**config.mk**
```make
export PLATFORM = sky130hd
export DESIGN_NAME = obi_magic_bridge
export DESIGN_NICKNAME = d
export VERILOG_FILES = /design/src/rtl/obi_bridge_pkg.sv /design/src/rtl/obi_req_fifo.sv /design/src/rtl/obi_magic_bridge.sv
export SDC_FILE = /design/constraint.sdc
export NUM_CORES = 1
export LEC_CHECK = 0
export ABC_AREA = 1
export BUFFER_PORTS_ARGS = -buffer_cell sky130_fd_sc_hd__buf_4
export CORE_ASPECT_RATIO = 2
export CORE_MARGIN = 10
export CORE_UTILIZATION = 56
export DETAILED_ROUTE_END_ITERATION = 12
export GPL_ROUTABILITY_DRIVEN = 0
export PLACE_DENSITY_LB_ADDON = 0.25
export SLEW_MARGIN = 10
export SYNTH_ARGS = -nofsm -noshare
export SYNTH_HDL_FRONTEND = slang
export SYNTH_SLANG_ARGS = --single-unit
```
**constraint.sdc**
```tcl
create_clock -name clk -period 18.7 [get_ports clk]
set_clock_uncertainty 0.2 [all_clocks]
set_input_delay 1.87 -clock clk [delete_from_list [all_inputs] [get_ports clk]]
set_output_delay 1.87 -clock clk [all_outputs]
set_load 0.02 [all_outputs]
```
**src/rtl/obi_bridge_pkg.sv**
```systemverilog
// Shared types for the OBI-to-magic-memory bridge: request record, FSM states and bus widths.
package obi_bridge_pkg;

  localparam int unsigned OBI_AW = 32;
  localparam int unsigned OBI_DW = 32;

  typedef enum logic [1:0] {
    IDLE,
    ISSUE,
    RESP
  } bridge_state_e;

  typedef struct packed {
    logic [OBI_AW-1:0]   addr;
    logic                we;
    logic [OBI_DW/8-1:0] be;
    logic [OBI_DW-1:0]   wdata;
  } obi_req_t;

endpackage

```
**src/rtl/obi_req_fifo.sv**
```systemverilog
// Request FIFO for the bridge: registered storage, no bypass, full/empty from registered pointers.
module obi_req_fifo
  import obi_bridge_pkg::*;
#(
  parameter int unsigned DEPTH = 2
) (
  input  logic     clk,
  input  logic     rst,
  input  logic     push_i,
  input  obi_req_t data_i,
  input  logic     pop_i,
  output obi_req_t head_o,
  output logic     full_o,
  output logic     empty_o
);

  // One extra pointer bit separates full from empty; DEPTH=1 still gets a 1-bit index.
  localparam int unsigned IW    = (DEPTH > 1) ? $clog2(DEPTH) : 1;
  localparam int unsigned Slots = 2 ** IW;

  obi_req_t      mem_q [Slots];
  logic [IW:0]   wr_ptr_q, rd_ptr_q;
  logic [IW:0]   fill;

  assign fill    = wr_ptr_q - rd_ptr_q;
  assign full_o  = (fill == (IW + 1)'(DEPTH));
  assign empty_o = (fill == '0);
  assign head_o  = mem_q[rd_ptr_q[IW-1:0]];

  always_ff @(posedge clk) begin
    if (rst) begin
      wr_ptr_q <= '0;
      rd_ptr_q <= '0;
    end else begin
      if (push_i && !full_o) begin
        mem_q[wr_ptr_q[IW-1:0]] <= data_i;
        wr_ptr_q                <= wr_ptr_q + 1'b1;
      end
      if (pop_i && !empty_o) begin
        rd_ptr_q <= rd_ptr_q + 1'b1;
      end
    end
  end

endmodule

```
**src/rtl/obi_magic_bridge.sv**
```systemverilog
// Adapts an OBI req/gnt/rvalid port to the single-outstanding read/write/resp magic memory,
// serving buffered requests in order and answering with an error after a wait timeout.
module obi_magic_bridge
  import obi_bridge_pkg::*;
#(
  parameter int unsigned DEPTH   = 2,
  parameter int unsigned TIMEOUT = 255
) (
  input  logic                clk,
  input  logic                rst,
  input  logic                req_i,
  output logic                gnt_o,
  input  logic [OBI_AW-1:0]   addr_i,
  input  logic                we_i,
  input  logic [OBI_DW/8-1:0] be_i,
  input  logic [OBI_DW-1:0]   wdata_i,
  output logic                rvalid_o,
  output logic [OBI_DW-1:0]   rdata_o,
  output logic                err_o,
  output logic                mem_read,
  output logic                mem_write,
  output logic [OBI_DW/8-1:0] mem_mbe,
  output logic [OBI_AW-1:0]   mem_addr,
  output logic [OBI_DW-1:0]   mem_wdata,
  input  logic                mem_resp,
  input  logic [OBI_DW-1:0]   mem_rdata
);

  localparam int unsigned   CW     = $clog2(TIMEOUT);
  localparam logic [CW-1:0] CntMax = CW'(TIMEOUT - 1);

  bridge_state_e     state_q, state_d;
  logic [CW-1:0]     cnt_q, cnt_d;
  logic [OBI_DW-1:0] rdata_q, rdata_d;
  logic              err_q, err_d;

  logic     push, pop, full, empty;
  obi_req_t push_data, head;

  assign gnt_o     = req_i & ~full;
  assign push      = gnt_o;
  assign push_data = '{addr: addr_i, we: we_i, be: be_i, wdata: wdata_i};

  obi_req_fifo #(
    .DEPTH (DEPTH)
  ) u_fifo (
    .clk     (clk),
    .rst     (rst),
    .push_i  (push),
    .data_i  (push_data),
    .pop_i   (pop),
    .head_o  (head),
    .full_o  (full),
    .empty_o (empty)
  );

  always_comb begin
    state_d   = state_q;
    cnt_d     = cnt_q;
    rdata_d   = rdata_q;
    err_d     = err_q;
    pop       = 1'b0;
    mem_read  = 1'b0;
    mem_write = 1'b0;
    mem_mbe   = '0;
    mem_addr  = '0;
    mem_wdata = '0;

    unique case (state_q)
      IDLE: begin
        cnt_d = '0;
        // Leaving on the push edge puts the strobe in the cycle right after the grant.
        if (!empty || push) begin
          state_d = ISSUE;
        end
      end
      ISSUE: begin
        mem_read  = ~head.we;
        mem_write = head.we;
        mem_mbe   = head.be;
        mem_addr  = {head.addr[OBI_AW-1:2], 2'b00};
        mem_wdata = head.wdata;
        if (mem_resp) begin
          rdata_d = head.we ? '0 : mem_rdata;
          err_d   = 1'b0;
          pop     = 1'b1;
          state_d = RESP;
        end else if (cnt_q == CntMax) begin
          rdata_d = '0;
          err_d   = 1'b1;
          pop     = 1'b1;
          state_d = RESP;
        end else begin
          cnt_d = cnt_q + 1'b1;
        end
      end
      RESP: begin
        cnt_d   = '0;
        state_d = IDLE;
      end
      default: begin
        state_d = IDLE;
      end
    endcase
  end

  always_ff @(posedge clk) begin
    if (rst) begin
      state_q <= IDLE;
      cnt_q   <= '0;
      rdata_q <= '0;
      err_q   <= 1'b0;
    end else begin
      state_q <= state_d;
      cnt_q   <= cnt_d;
      rdata_q <= rdata_d;
      err_q   <= err_d;
    end
  end

  assign rvalid_o = (state_q == RESP);
  assign rdata_o  = rdata_q;
  assign err_o    = err_q;

endmodule

```
==> results.ini, run 1 <==
[cells_and_area]
fin_nets = 939
stdcell_area_sq_mm = 0.00942
antenna_cells = 0
post-route-util = 0.746
final_cell_mix = buf_4 (211), nand2_1 (204), edfxtp_1 (134), a21oi_1 (81), dfxtp_1 (47)
layout_commonest_cell = buf_4
final_layout_size_suffix_gt1_frac = 0.374
area_growth_pct = 30.2

[critical_path]
cp_max_fo = 5
crit_slowest_cell = buf_4
arrival_ps = 2430
end_kind = output port
path_cells = buf_4 -> nand2_1 -> inv_1 -> buf_4
path_class = input pin to output port
start_kind = input pin
cpPeakStageDelay_ps = 170
cp_common_cell = buf_4
cp_data_required_time_ps = 16630
reg2regPathDepth = 6

[routing]
wl_per_cell_microns = 18.7
first_pass_iters = 5
via_per_inst = 5.39
route.detailed.drc = 0
wirelength_microns = 18600
ant_nets = 0
route.vias.total = 5354
drt_iter0_markers = 296

[clock_network]
clkLatencyLatePin_ps = 420
path_clk_slew_ps = 70
postCtsSetupBuffers = 0
cts_hold_buf = 0
cts_tree = yes
cts_buffers = 17
cts-root-buf = clkbuf_16
cts-htree-levels = 4
clock_path_buffers = 2
cts_sinks = 182
post_cts_resize_count = 0

[sta]
max_clock_freq_mhz = 222
holdWs_ps = 261
setup_violations = 0
tns_ps = 0
tightest_slew_ps = 1150
fin_crit_sh = 0.241
finalCriticalPeriod_ps = 4500
timing.final.ws_setup_ps = 14200
rsz0062_at_grt = no
hold_viol = 0
relSlewSlack = 0.235
final_max_slew_viol_count = 0

[placed_design]
port_buffers = 205
place_area_sq_mm = 0.00880
post-dp-hpwl_microns = 12800
dp_slack_ps = 14200

[floorplanning]
rows = 58
die_x_microns = 100
die_area_sq_mm = 0.0181
start_util = 0.573
dieHeight_microns = 181
ios = 210
core_sq_mm = 0.0126

[job]
cap_viol_max_count = 0

[yosys]
synth_top_cell_area_share = 0.556
netlist_area_sq_mm = 0.00724
ys_seq_elements = 182
ys.flop_type = edfxtp_1
async_flop_share = 0
ys_warn_count = 0
syn_area_per_cell_sq_um = 11.4
yosysSeqAreaShare = 0.689
ys_types = 28
syn_inst = 637
synth_top_area_cell = edfxtp_1
ys_top_cells_by_area = edfxtp_1 (56%), dfxtp_1 (13%), nand2_1 (11%), a21oi_1 (5.6%), a21oi_2 (3.6%)
synth_edf_count = 134

[power_and_ir_drop]
power.density_mw_per_mm2 = 101
p_sw_uw = 232
seqPwrFrac = 0.479
p_comb_frac = 0.126
internal_power_uw = 721
swShare = 0.244
ir_drop_mv = 0.0916
p_leak_uw = 0.00377
p_clk_frac = 0.395

[global_route]
grt_usage = 0.202
grt_pass1_vias = 5553
grt_pass1_wl_microns = 29200
grt_remaining_overflow = 0
grt_max_degree = 68
antenna_found_initial = 0

[worst_hold_path]
worst_hold_path.num_cells = 2
holdCritPathClass = register to register

[run_status]
status = finished clean

==> sequential cells by signal, summed over array words and instances (netlist names), named ones only <==
name and flops:
rdata_o 32, u_fifo.mem_q 134, err_o 1, u_fifo.rd_ptr_q 2
state_q 2, cnt_q 8, u_fifo.wr_ptr_q 2
==> worst max-delay path: cells and delay by family <==
| family | cells | cell delay [ps] |
|---|---|---|
| buffers and inverters | 3 | 390 |
| and+or+nand+nor | 1 | 160 |
==> area by class of cell <==
type	instances	area, sq um
Clock buffer	18	429
Multi-Input combinational cell	395	1940
Fill cell	840	3210
Timing Repair Buffer	211	1580
Tap cell	150	188
Sequential cell	182	4990
Inverter	25	96.3
Clock inverter	13	194
==> cell usage after synthesis, types with 3 or more instances <==
cell,number
edfxtp_1,134
dfxtp_1,48
inv_2,3
buf_1,5
buf_2,7
nand2_2,34
o21ai_0,6
buf_4,5
nand3_1,13
inv_1,21
nor2_1,12
a21oi_2,30
clkbuf_1,14
buf_12,3
nand2_1,204
a21oi_1,81
==> kinds of logic (layout without fill, tap and decap cells) <==
logic type / Yosys count / in the layout / share of synthesized area
buf+inv: 61 / 267 / 0.0446
xor+xnor: 2 / 2 / 0.00242
simple gates: 270 / 270 / 0.162
flops: 182 / 182 / 0.689
other cells: 1 / 2 / 0.000518
fa+ha+maj: 2 / 2 / 0.00346
compound gates: 119 / 119 / 0.0982
==> per-layer routing <==
layer / vias up / part of all wire / global-route usage
met1: 2567 / 0.37 / 0.224
met3: 34 / 0.078 / 0.0665
met2: 231 / 0.52 / 0.341
met4: 0 / 0.029 / 0.0841
li1: 2522 / - / -
met5: - / 0 / 0
==> power groups by stage <==
stage / clock [uW] / sequential, uW / combinational [uW]
final: 377 / 456 / 120
after global routing: 397 / 457 / 130
after CTS: 379 / 456 / 121
after detailed placement: 0 / 465 / 120
after global placement: 0 / 464 / 116
after floorplan: 0 / 468 / 63.8
==> metrics by stage <==
| stage | power, uW | instances |
|---|---|---|
| 2_1_floorplan | 532 | 638 |
| 3_3_place_gp | 580 | 963 |
| 3_5_place_dp | 585 | 963 |
| 4_1_cts | 957 | 994 |
| 5_1_grt | 985 | 994 |
| 6_report | 953 | 994 |
==> worst paths after layout <==
check / start / endpoint / slack (ps)
hold reg to reg: err_o$_SDFFE_PP0P_ / err_o$_SDFFE_PP0P_ / 260
setup reg to reg: register / rdata_o[29]$_SDFFE_PP0P_ / 16390
setup / recovery: req_i / gnt_o / 14200
hold / removal: err_o$_SDFFE_PP0P_ / err_o$_SDFFE_PP0P_ / 260
Note: power is estimated with default switching activity, not from simulation.
==> run 2, diff against run 1 <==
--- a/config.mk
+++ b/config.mk
@@ -9,7 +9,7 @@
 export BUFFER_PORTS_ARGS = -buffer_cell sky130_fd_sc_hd__buf_4
 export CORE_ASPECT_RATIO = 2
 export CORE_MARGIN = 10
-export CORE_UTILIZATION = 56
+export CORE_UTILIZATION = 52
 export DETAILED_ROUTE_END_ITERATION = 12
 export GPL_ROUTABILITY_DRIVEN = 0
 export PLACE_DENSITY_LB_ADDON = 0.25
==> constraint.sdc (replaced) <==
create_clock -name clk -period 4.69 [get_ports clk]
set_clock_uncertainty 0.2 [all_clocks]
set_input_delay 0.469 -clock clk [delete_from_list [all_inputs] [get_ports clk]]
set_output_delay 0.469 -clock clk [all_outputs]
set_load 0.02 [all_outputs]
==> run 2 against run 1 <==
  * Die area increased by 6.5%
  * Sequential power increased to 4.0 times the previous value
  * Combinational power increased to 3.9 times the previous value
  * Via count decreased by 2.4%
  * First-iteration DRC count decreased by 44%
==> results.ini, run 2 (synthesis gave the netlist of run 1 again) <==
[run_status]
status = finished clean

[placed_design]
post-dp-hpwl_microns = 12300
port_buffers = 205

[floorplanning]
dieHeight_microns = 187
die_area_sq_mm = 0.0193
ios = 210
die_x_microns = 103
start_util = 0.524
core_sq_mm = 0.0138
rows = 61

[global_route]
antenna_found_initial = 0
grt_usage = 0.186
grt_max_degree = 68
grt_pass1_vias = 5576
grt_remaining_overflow = 0
grt_pass1_wl_microns = 27800

[clock_network]
cts_sinks = 182
path_clk_slew_ps = 70
clkLatencyLatePin_ps = 420
clock_path_buffers = 2
cts-htree-levels = 4
cts-root-buf = clkbuf_16
cts_tree = yes
post_cts_resize_count = 0
cts_buffers = 17
cts_hold_buf = 0
postCtsSetupBuffers = 0

[critical_path]
cp_common_cell = nand2_1
reg2regPathDepth = 6
cpPeakStageDelay_ps = 820
end_kind = output port
cp_max_fo = 67
path_class = register to output port
reg2reg_slack_ps = 2350
path_cells = inv_2 -> nand2_1 -> nand2_1 -> nor2_1 -> buf_4
arrival_ps = 2290
timing.rr.end = rdata_o[9]$_SDFFE_PP0P_
cp_data_required_time_ps = 4020
start_kind = register
crit_slowest_cell = inv_2

[routing]
wirelength_microns = 17700
drt_iter0_markers = 167
wl_per_cell_microns = 17.2
via_per_inst = 5.06
first_pass_iters = 5
route.detailed.drc = 0
route.vias.total = 5227
ant_nets = 0

[cells_and_area]
area_growth_pct = 30.1
fin_nets = 939
layout_commonest_cell = buf_4
regArea_sq_mm = 0.00499
antenna_cells = 0
final_layout_size_suffix_gt1_frac = 0.378
multiInputGateArea_sq_mm = 0.00194
fill_cells = 1050
final_cell_mix = buf_4 (211), nand2_1 (204), edfxtp_1 (134), a21oi_1 (81), dfxtp_1 (47)
post-route-util = 0.681
largest_reg_flops = 134

[power_and_ir_drop]
power.density_mw_per_mm2 = 386
ir_drop_mv = 0.272
total_power_uw = 3630
p_leak_uw = 0.00374

[worst_hold_path]
worstHoldStart = addr_i[28]
holdPathEnd = u_fifo.mem_q[1][65]$_DFFE_PP_
worst_hold_path.num_cells = 1
holdCritPathClass = input pin to register

[sta]
finalCriticalPeriod_ps = 2960
max_clock_freq_mhz = 338
rsz0062_at_grt = no
hold_viol = 0
tns_ps = 0
setup_violations = 0
fin_crit_sh = 0.631
relSlewSlack = 0.212
final_max_slew_viol_count = 0
tightest_slew_ps = 1180

[job]
cap_viol_max_count = 0

[run 2: cell count changes in the layout (fill, tap and decap cells not counted)]
cell,previous run,this run
clkinv_2,0,1
clkinv_4,2,5
clkinv_1,1,0
inv_6,3,1
bufinv_16,4,0
inv_8,1,6
clkbuf_1,1,0
[run 2: power by group]
part	internal, uW	switching, uW
Combinational	181	292
Clock	704	636
Sequential	1790	24.0
[run 2: how the worst max path moves through the flow]
stage / start / endpoint / cells past startpoint
2_1_floorplan: rst / u_fifo.mem_q[0][0]$_DFFE_PP_ / 2
3_3_place_gp: register / mem_read / 5
3_5_place_dp: register / mem_read / 5
4_1_cts: register / mem_read / 5
5_1_grt: register / mem_read / 5
6_report: register / mem_read / 5
[run 2: area by class of cell]
type | count | share of cell area
clock buffer | 17 | 0.0452
sequential | 182 | 0.530
clock inverter | 15 | 0.0149
tap | 189 | 0.0251
timing repair buffer | 211 | 0.168
multi-input combinational | 395 | 0.206
inverter | 25 | 0.0102
[run 2: through the flow]
stage	hold WS [ps]	area, sq um	worst slack (ps)	cells
floorplan	228	7240	-1350	638
global placement	236	8840	2200	1002
detailed placement	258	8840	2140	1002
CTS	13.7	9410	1680	1034
global route	9.09	9410	1500	1034
finish	30.1	9410	1730	1034
[run 2: routing by layer]
layer,share of wire,track usage,vias up
li1,-,-,2530
met1,0.35,0.185,2487
met2,0.53,0.326,187
met3,0.097,0.0714,23
met4,0.024,0.0823,0
met5,0,0,-
[run 2: critical path, delay by kind of cell (launching register included)]
| family | cells | cell delay (ps) |
|---|---|---|
| buffers and inverters | 2 | 1000 |
| DFF | 1 | 330 |
| and+or+nand+nor | 3 | 510 |
